--- config.mk ---
export PLATFORM = sky130hd
export DESIGN_NAME = stack_sequencer
export DESIGN_NICKNAME = d
export VERILOG_FILES = /design/src/rtl/stack_sequencer.sv
export SDC_FILE = /design/constraint.sdc
export NUM_CORES = 1
export LEC_CHECK = 0
export CAP_MARGIN = 20
export CORE_UTILIZATION = 40
export DETAILED_ROUTE_END_ITERATION = 6
export GPL_TIMING_DRIVEN = 0
export PLACE_DENSITY = 0.73
export SETUP_SLACK_MARGIN = 0.05
export SKIP_LAST_GASP = 1
export SLEW_MARGIN = 20
export SYNTH_ARGS = -nofsm -noshare
export SYNTH_HDL_FRONTEND = slang
export SYNTH_SLANG_ARGS = --single-unit
--- constraint.sdc ---
create_clock -name clk -period 4.4 [get_ports clk]
set_input_delay 0.88 -clock clk [delete_from_list [all_inputs] [get_ports clk]]
set_output_delay 0.88 -clock clk [all_outputs]
set_load 0.02 [all_outputs]
--- src/rtl/stack_sequencer.sv ---
// 6502 stack push/pull sequencer: runs 1-3 stack bus cycles per decoder command and
// requests S increments/decrements. Optional sticky wrap detection via STACK_WRAP_DETECT_EN.
module stack_sequencer #(
  parameter logic [7:0] STACK_PAGE = 8'h01
) (
  input  logic        clk,
  input  logic        reset,
  input  logic        cpu_en,
  input  logic        cmd_valid,
  input  logic [2:0]  cmd,
  input  logic [7:0]  push_byte,
  input  logic [15:0] push_pc,
  input  logic [7:0]  push_p,
  input  logic [7:0]  s_in,
  input  logic [7:0]  rd_data,
  output logic [15:0] mem_addr,
  output logic [7:0]  mem_wd,
  output logic        mem_write,
  output logic        mem_read,
  output logic        s_inc,
  output logic        s_dec,
  output logic        busy,
  output logic        done,
  output logic [7:0]  pull_byte,
`ifdef STACK_WRAP_DETECT_EN
  output logic [15:0] pull_pc,
  output logic        wrap_err
`else
  output logic [15:0] pull_pc
`endif
);

  localparam logic [2:0] CmdPushB   = 3'd1;
  localparam logic [2:0] CmdPullB   = 3'd2;
  localparam logic [2:0] CmdPushPc  = 3'd3;
  localparam logic [2:0] CmdPullPc  = 3'd4;
  localparam logic [2:0] CmdPullInt = 3'd6;

  typedef enum logic [2:0] {
    StIdle,
    StPush0,
    StPush1,
    StPush2,
    StPull0,
    StPull1,
    StPull2,
    StDone
  } state_e;

  state_e      state_q, state_d;
  logic [2:0]  cmd_q, cmd_d;
  logic [7:0]  byte_q, byte_d;
  logic [15:0] pc_q, pc_d;
  logic [7:0]  p_q, p_d;
  logic [7:0]  pull_byte_q, pull_byte_d;
  logic [15:0] pull_pc_q, pull_pc_d;

  logic        push_op;
  logic        pull_op;
  logic [7:0]  wd;
  logic [7:0]  pull_lo;

  assign pull_lo = s_in + 8'h01;

  always_comb begin
    state_d     = state_q;
    cmd_d       = cmd_q;
    byte_d      = byte_q;
    pc_d        = pc_q;
    p_d         = p_q;
    pull_byte_d = pull_byte_q;
    pull_pc_d   = pull_pc_q;
    push_op     = 1'b0;
    pull_op     = 1'b0;
    wd          = 8'h00;

    unique case (state_q)
      StIdle: begin
        if (cmd_valid && (cmd != 3'd0) && (cmd != 3'd7)) begin
          cmd_d   = cmd;
          byte_d  = push_byte;
          pc_d    = push_pc;
          p_d     = push_p;
          // Odd command codes are the push family.
          state_d = cmd[0] ? StPush0 : StPull0;
        end
      end
      StPush0: begin
        push_op = 1'b1;
        if (cmd_q == CmdPushB) begin
          wd      = byte_q;
          state_d = StDone;
        end else begin
          wd      = pc_q[15:8];
          state_d = StPush1;
        end
      end
      StPush1: begin
        push_op = 1'b1;
        wd      = pc_q[7:0];
        state_d = (cmd_q == CmdPushPc) ? StDone : StPush2;
      end
      StPush2: begin
        push_op = 1'b1;
        wd      = p_q;
        state_d = StDone;
      end
      StPull0: begin
        pull_op = 1'b1;
        if (cmd_q == CmdPullPc) begin
          pull_pc_d[7:0] = rd_data;
          state_d        = StPull1;
        end else begin
          // PULL_B and PULL_INT both start with the byte that lands in pull_byte.
          pull_byte_d = rd_data;
          state_d     = (cmd_q == CmdPullB) ? StDone : StPull1;
        end
      end
      StPull1: begin
        pull_op = 1'b1;
        if (cmd_q == CmdPullInt) begin
          pull_pc_d[7:0] = rd_data;
          state_d        = StPull2;
        end else begin
          pull_pc_d[15:8] = rd_data;
          state_d         = StDone;
        end
      end
      StPull2: begin
        pull_op         = 1'b1;
        pull_pc_d[15:8] = rd_data;
        state_d         = StDone;
      end
      StDone: begin
        state_d = StIdle;
      end
      default: begin
        state_d = StIdle;
      end
    endcase
  end

  always_ff @(posedge clk) begin
    if (reset) begin
      state_q     <= StIdle;
      cmd_q       <= 3'd0;
      byte_q      <= 8'h00;
      pc_q        <= 16'h0000;
      p_q         <= 8'h00;
      pull_byte_q <= 8'h00;
      pull_pc_q   <= 16'h0000;
    end else if (cpu_en) begin
      state_q     <= state_d;
      cmd_q       <= cmd_d;
      byte_q      <= byte_d;
      pc_q        <= pc_d;
      p_q         <= p_d;
      pull_byte_q <= pull_byte_d;
      pull_pc_q   <= pull_pc_d;
    end
  end

  // Address and data hold through cpu_en stalls; only the strobes are qualified.
  always_comb begin
    mem_addr  = 16'h0000;
    mem_wd    = 8'h00;
    mem_write = 1'b0;
    mem_read  = 1'b0;
    if (!reset) begin
      if (push_op) begin
        mem_addr  = {STACK_PAGE, s_in};
        mem_wd    = wd;
        mem_write = cpu_en;
      end else if (pull_op) begin
        mem_addr = {STACK_PAGE, pull_lo};
        mem_read = cpu_en;
      end
    end
  end

  assign s_dec     = mem_write;
  assign s_inc     = mem_read;
  assign busy      = (state_q != StIdle);
  assign done      = (state_q == StDone) && cpu_en && !reset;
  assign pull_byte = pull_byte_q;
  assign pull_pc   = pull_pc_q;

`ifdef STACK_WRAP_DETECT_EN
  logic wrap_err_q;

  always_ff @(posedge clk) begin
    if (reset) begin
      wrap_err_q <= 1'b0;
    end else if ((mem_write && (s_in == 8'h00)) || (mem_read && (s_in == 8'hFF))) begin
      wrap_err_q <= 1'b1;
    end
  end

  assign wrap_err = wrap_err_q;
`endif

endmodule
==> flow_summary.yaml, run 1 <==
place:
  gp_congestion: 0.838
  dp_hpwl_um: 5960
  placed_cell_area_mm2: 0.00418
  numPortBuffers: 99
hold_path:
  hold_class: "reg2reg"
  worstHoldStart: "pc_q[10]$_SDFFE_PP0P_"
  min_to: "pc_q[10]$_SDFFE_PP0P_"
  hold_path_depth: 2
global_routing:
  grtUsageMet1_pct: 26.4
  grt_pass1_wl_um: 12300
  gr-total-overflow: 0
  first_global_vias: 2689
  grt_usage_pct: 20.3
  use_met3_pct: 3.51
  use_met2_pct: 33.7
  grt_max_degree: 13
  grt.busiest_layer: "met2"
  antenna_found_initial: 0
critical_path:
  timing.rr.end: "pull_pc[7]$_SDFFE_PP0P_"
  crit_chain: "clkdlybuf4s50_1 > ha_1 > nand2_1 > nand2_1 > a2111oi_0 > clkdlybuf4s50_1"
  cpPeakStageDelay_ns: 0.70
  reg2regPathDepth: 4
  start_kind: "primary input"
  slowest_stage: "clkdlybuf4s50_1"
  worst-path-max-fanout: 4
  crit_arrival_ns: 2.89
  critPathTopFamily: "buffers and inverters"
  r2r-start: "cmd_q[2]$_SDFFE_PP0P_"
  reg2reg_slack_ns: 2.42
  endpoint_kind: "output pin"
  worstSetupPathType: "in2out"
  crit_buf_inv: 2
  cp_data_required_time_ns: 3.52
clocking:
  htree_num_levels: 3
  post_cts_resized: 0
  cts_buffers: 9
  cts_tree: "done"
  insertion_delay_ns: 0.33
  clk_pin_slew_ns: 0.07
  cts_hold_buf: 0
  post_cts_buffers: 0
  cts_buffer_depth: 2
  cts.sinks: 62
  clockRootBuffer: "clkbuf_8"
sta:
  rsz0062_at_grt: "no"
  worst_pin_slew_ns: 0.730
  period_needed_ns: 3.77
  setup_tns_ns: 0
  skew_ns: 0.0103
  max_slew_margin_pct: 51.2
  max_freq_ghz: 0.265
  period_share_pct: 85.6
  setup_viol: 0
  finalHoldViolCount: 0
  hold_slack_ns: 0.454
  slew_violations: 0
floorplanning:
  initial_utilization_pct: 41.8
  pin_count: 109
  core_area_mm2: 0.00729
  die_y_um: 89.3
  row_count: 31
  dieArea_mm2: 0.00797
  die_width_um: 89.3
power:
  p_per_area_mw_per_mm2: 377
  p_leak_nw: 1.67
  p_total_mw: 1.66
  peakVddDrop_mv: 0.301
logic_synthesis:
  synthFlopType: "dfxtp_1"
  yosys_warnings: 0
  async_flop_share_pct: 0
  seq_area_frac_synth_pct: 40.7
  netlist-cell-type-count: 46
  syn-mean-instance-area_um2: 8.19
  synthesis.area_mm2: 0.00305
  syn_inst: 372
  synth_edf_count: 0
  ys_ff_latch: 62
final_layout:
  nNetsFinal: 544
  final_area_mm2: 0.00439
  synthToLayoutAreaGrowth_pct: 44.1
  layout-drive-gt1-share_pct: 8.92
  fill_cells: 670
  diodes: 0
route:
  ant_nets: 0
  drc: 0
  wirelength_um: 8000
  wl_per_cell_um: 13.5
  vias: 2907
  drtPass1Iterations: 4
  drtIter0Drc: 147
  vias_per_cell: 4.91
run:
  maxCapViolCount: 0
outcome:
  outcome: "finished, final reports clean"
==> worst max-delay path by stage <==
stage                       start           to  cells past startpoint
final                     s_in[0]  mem_addr[2]                      6
after detailed placement  s_in[0]  mem_addr[2]                      6
after floorplan           s_in[0]  mem_addr[2]                      4
after global placement    s_in[0]  mem_addr[2]                      6
after global routing      s_in[0]  mem_addr[2]                      6
after CTS                 s_in[0]  mem_addr[2]                      6
==> cells in the final DEF (no fill, tap or decap), types with 2 or more instances in the layout <==
master,netlist,layout
clkdlybuf4s50_1,0,99
nand2_1,80,80
dfxtp_1,62,62
mux2i_1,40,40
a21oi_1,39,39
nor2_1,34,34
clkbuf_1,12,12
o22ai_1,10,10
clkbuf_8,0,10
buf_4,9,9
and2_1,8,8
buf_2,7,7
nor3_1,7,7
conb_1,1,7
nor3b_1,6,6
inv_1,4,4
nand3b_1,4,4
nand2b_1,4,4
and3_1,3,3
xor2_1,3,3
o21ai_0,3,3
buf_1,3,3
buf_6,3,3
a31oi_1,2,2
nand3_1,2,2
xnor2_1,2,2
or3_1,2,2
o21a_1,2,2
inv_6,0,2
==> cells by family (layout without fill, tap and decap cells) <==
| kind of cell | after synthesis | in the layout | share of synthesized area, % |
|---|---|---|---|
| buffers and inverters | 40 | 155 | 7.10 |
| and+or+nand+nor | 158 | 158 | 23.9 |
| muxes | 40 | 40 | 13.1 |
| adders and majority gates | 1 | 1 | 0.411 |
| AOI/OAI and AO/OA | 65 | 65 | 13.1 |
| xor gates and xnor gates | 5 | 5 | 1.44 |
| other | 1 | 7 | 0.123 |
| DFF | 62 | 62 | 40.7 |
==> cell usage after synthesis (2+ instances only) <==
| cell | count | share of area (%) |
|---|---|---|
| nand2_1 | 80 | 9.9 |
| dfxtp_1 | 62 | 41 |
| mux2i_1 | 40 | 13 |
| a21oi_1 | 39 | 6.4 |
| nor2_1 | 34 | 4.2 |
| clkbuf_1 | 12 | 1.5 |
| o22ai_1 | 10 | 2.1 |
| buf_4 | 9 | 2.2 |
| and2_1 | 8 | 1.6 |
| buf_2 | 7 | 1.1 |
| nor3_1 | 7 | 1.1 |
| nor3b_1 | 6 | 1.5 |
| inv_1 | 4 | 0.49 |
| nand2b_1 | 4 | 0.82 |
| nand3b_1 | 4 | 0.99 |
| and3_1 | 3 | 0.62 |
| buf_1 | 3 | 0.37 |
| buf_6 | 3 | 1.1 |
| o21ai_0 | 3 | 0.49 |
| xor2_1 | 3 | 0.86 |
| a31oi_1 | 2 | 0.41 |
| nand3_1 | 2 | 0.33 |
| o21a_1 | 2 | 0.49 |
| or3_1 | 2 | 0.41 |
| xnor2_1 | 2 | 0.58 |
==> power breakdown <==
| part | switching, mW | internal (mW) | total (mW) |
|---|---|---|---|
| clock | 0.236 | 0.281 | 0.517 |
| sequential | 0.0232 | 0.602 | 0.625 |
| combinational | 0.286 | 0.228 | 0.514 |
==> registers in the layout, indices dropped and copies added, names as in the netlist <==
signal,count
pc_q,16
pull_pc,16
byte_q,8
p_q,8
pull_byte,8
cmd_q,3
state_q,3
==> routing by layer <==
layer | part of all wire (%) | vias up
li1 | - | 1479
met1 | 46 | 1351
met2 | 49 | 68
met3 | 3.9 | 9
met4 | 1.2 | 0
met5 | 0 | -
==> layout make-up <==
type | count | area (um^2) | share of cell area [%]
multi-input combinational | 276 | 1610 | 36.7
sequential | 62 | 1240 | 28.3
timing repair buffer | 99 | 991 | 22.6
buffer | 35 | 198 | 4.50
clock buffer | 10 | 138 | 3.13
tap | 99 | 124 | 2.82
clock inverter | 6 | 68.8 | 1.57
inverter | 5 | 18.8 | 0.427
==> tightest hold or removal path, cell delays in order, from the launching register on <==
cell and delay, ns:
dfxtp_1 0.31, nand2_1 0.05, a21oi_1 0.05
==> per-stage QoR <==
step                worst slack, ns  utilization [%]  instances
global route                  0.562             60.2        592
detailed placement            0.647             57.4        576
global placement              0.646             57.4        576
CTS                           0.610             60.2        592
floorplan                      1.19                -        378
finish                        0.633             60.2        592
Power figures use the tool's default switching activity.
==> run 2: changes to the inputs <==
Settings changed: CORE_UTILIZATION 40 to 41, DONT_BUFFER_PORTS set to 1, PLACE_DENSITY 0.73 to unset, PLACE_DENSITY_LB_ADDON set to 0.2.
==> run 2 against run 1 <==
Clock-buffer cell count up 2. Combinational power down 24%. Worst setup slack better by 0.39 ns. Clock skew down 0.0027 ns. Critical path depth down 2. Clock power down 17%. Register-to-register slack worse by 0.04 ns. Sequential power up 2%. Sequential share of layout area up 8.6 points. Critical path type is now reg2out.
==> flow_summary.yaml, run 2 (synthesized netlist as in run 1, its figures left out) <==
outcome:
  outcome: "finished, final reports clean"
floorplanning:
  die_width_um: 88.2
  core_area_mm2: 0.00721
  die_y_um: 88.2
  row_count: 31
  initial_utilization_pct: 42.2
  dieArea_mm2: 0.00778
  pin_count: 109
sta:
  slew_violations: 0
  setup_tns_ns: 0
  period_needed_ns: 3.38
  max_slew_margin_pct: 24.3
  setup_ws_ns: 1.02
  rsz0062_at_grt: "no"
  setup_viol: 0
  max_freq_ghz: 0.296
  period_share_pct: 76.8
  hold_slack_ns: 0.455
  worst_pin_slew_ns: 1.13
  finalHoldViolCount: 0
  skew_ns: 0.00759
final_layout:
  synthToLayoutAreaGrowth_pct: 10.3
  diodes: 0
  final_cell_mix: "nand2_1, dfxtp_1, mux2i_1"
  final_area_mm2: 0.00336
  nNetsFinal: 445
  fill_cells: 764
  instances_no_fill: 493
  final_common_cell: "nand2_1"
  layout-drive-gt1-share_pct: 10.7
  final_util_pct: 46.6
critical_path:
  r2r-start: "state_q[1]$_SDFFE_PP0P_"
  cpPeakStageDelay_ns: 0.99
  cp_data_required_time_ns: 3.52
  endpoint_kind: "output pin"
  crit_buf_inv: 2
  crit_cells: 4
  slowest_stage: "a2111oi_1"
  crit_arrival_ns: 2.50
  worstSetupPathType: "reg2out"
  start_kind: "register"
  startpoint: "state_q[2]$_SDFFE_PP0P_"
  reg2reg_slack_ns: 2.38
  reg2regPathDepth: 7
  worst-path-max-fanout: 10
  critPathTopFamily: "compound AO/OA/AOI/OAI gates"
  crit_chain: "clkbuf_1 > buf_1 > a21oi_1 > a2111oi_1"
route:
  ant_nets: 0
  drtPass1Iterations: 4
  wirelength_um: 7330
  drtIter0Drc: 88
  drc: 0
  wl_per_cell_um: 14.9
  vias_per_cell: 5.18
  vias: 2555
global_routing:
  grt_max_degree: 11
  grt_pass1_wl_um: 11100
  first_global_vias: 2221
  antenna_found_initial: 0
  gr-total-overflow: 0
  grt_usage_pct: 19.0
clocking:
  cts.sinks: 62
  post_cts_buffers: 0
  cts_tree: "done"
  clockRootBuffer: "clkbuf_8"
  insertion_delay_ns: 0.33
  htree_num_levels: 3
  post_cts_resized: 0
  cts_buffer_depth: 2
  cts_hold_buf: 0
  cts_buffers: 9
  clk_pin_slew_ns: 0.07
place:
  dp_hpwl_um: 5310
  place_ws_ns: 1.17
  placed_cell_area_mm2: 0.00319
  numPortBuffers: 0
  gp_congestion: 0.799
  dp.cells: 477
hold_path:
  worstHoldStart: "pc_q[0]$_SDFFE_PP0P_"
  hold_path_depth: 2
  hold_class: "reg2reg"
power:
  p_leak_nw: 1.29
  p_per_area_mw_per_mm2: 434
  p_total_mw: 1.46
  peakVddDrop_mv: 0.178
run:
  maxCapViolCount: 0
[run 2: final timing paths]
| check | to |
|---|---|
| hold / removal | pc_q[0]$_SDFFE_PP0P_ |
| hold reg to reg | pc_q[0]$_SDFFE_PP0P_ |
| setup / recovery | mem_addr[2] |
| setup reg to reg | pc_q[8]$_SDFFE_PP0P_ |
[run 2: final cells by class]
cell class	count	area (um^2)	share of cell area, %
flip-flops and latches	62	1240	36.9
clock buffers	12	145	4.32
well taps	99	124	3.68
clock inverters	4	22.5	0.670
inverters	5	18.8	0.558
plain buffers	35	198	5.88
multi-input cells	276	1610	48.0
[run 2: layer usage]
layer | vias to the layer above | track usage, % | wire, um
li1 | 1276 | - | -
met1 | 1183 | 26.0 | 3430
met2 | 88 | 28.5 | 3200
met3 | 8 | 4.81 | 604
met4 | 0 | 7.62 | 93
met5 | - | 0 | 0
[run 2: worst register-to-register path: stages, from the launching register on]
cell     delay [ns]
dfxtp_1        0.29
buf_2          0.15
nor3_2         0.26
inv_2          0.15
nor4_4         0.55
buf_2          0.32
nand2_1        0.11
a21oi_1        0.12
[run 2: where the power goes]
group          switching [mW]  internal [mW]
sequential             0.0349          0.602
combinational           0.253          0.137
clock                   0.214          0.217
total                   0.501          0.957
==> run 3: changes to the inputs <==
Clock period 4.4 ns to 3.4 ns, I/O delays scaled along.
==> results of run 3 <==
Same layout as run 2 (identical final DEF). Status: finished, final reports clean.
Among the figures that moved: setup slack after placement 1.17 ns -> 0.566 ns; setup slack after layout 1.02 ns -> 0.222 ns; register-to-register setup slack 2.38 ns -> 1.38 ns; total power 1.46 mW -> 1.89 mW; worst IR drop on VDD 0.178 mV -> 0.230 mV
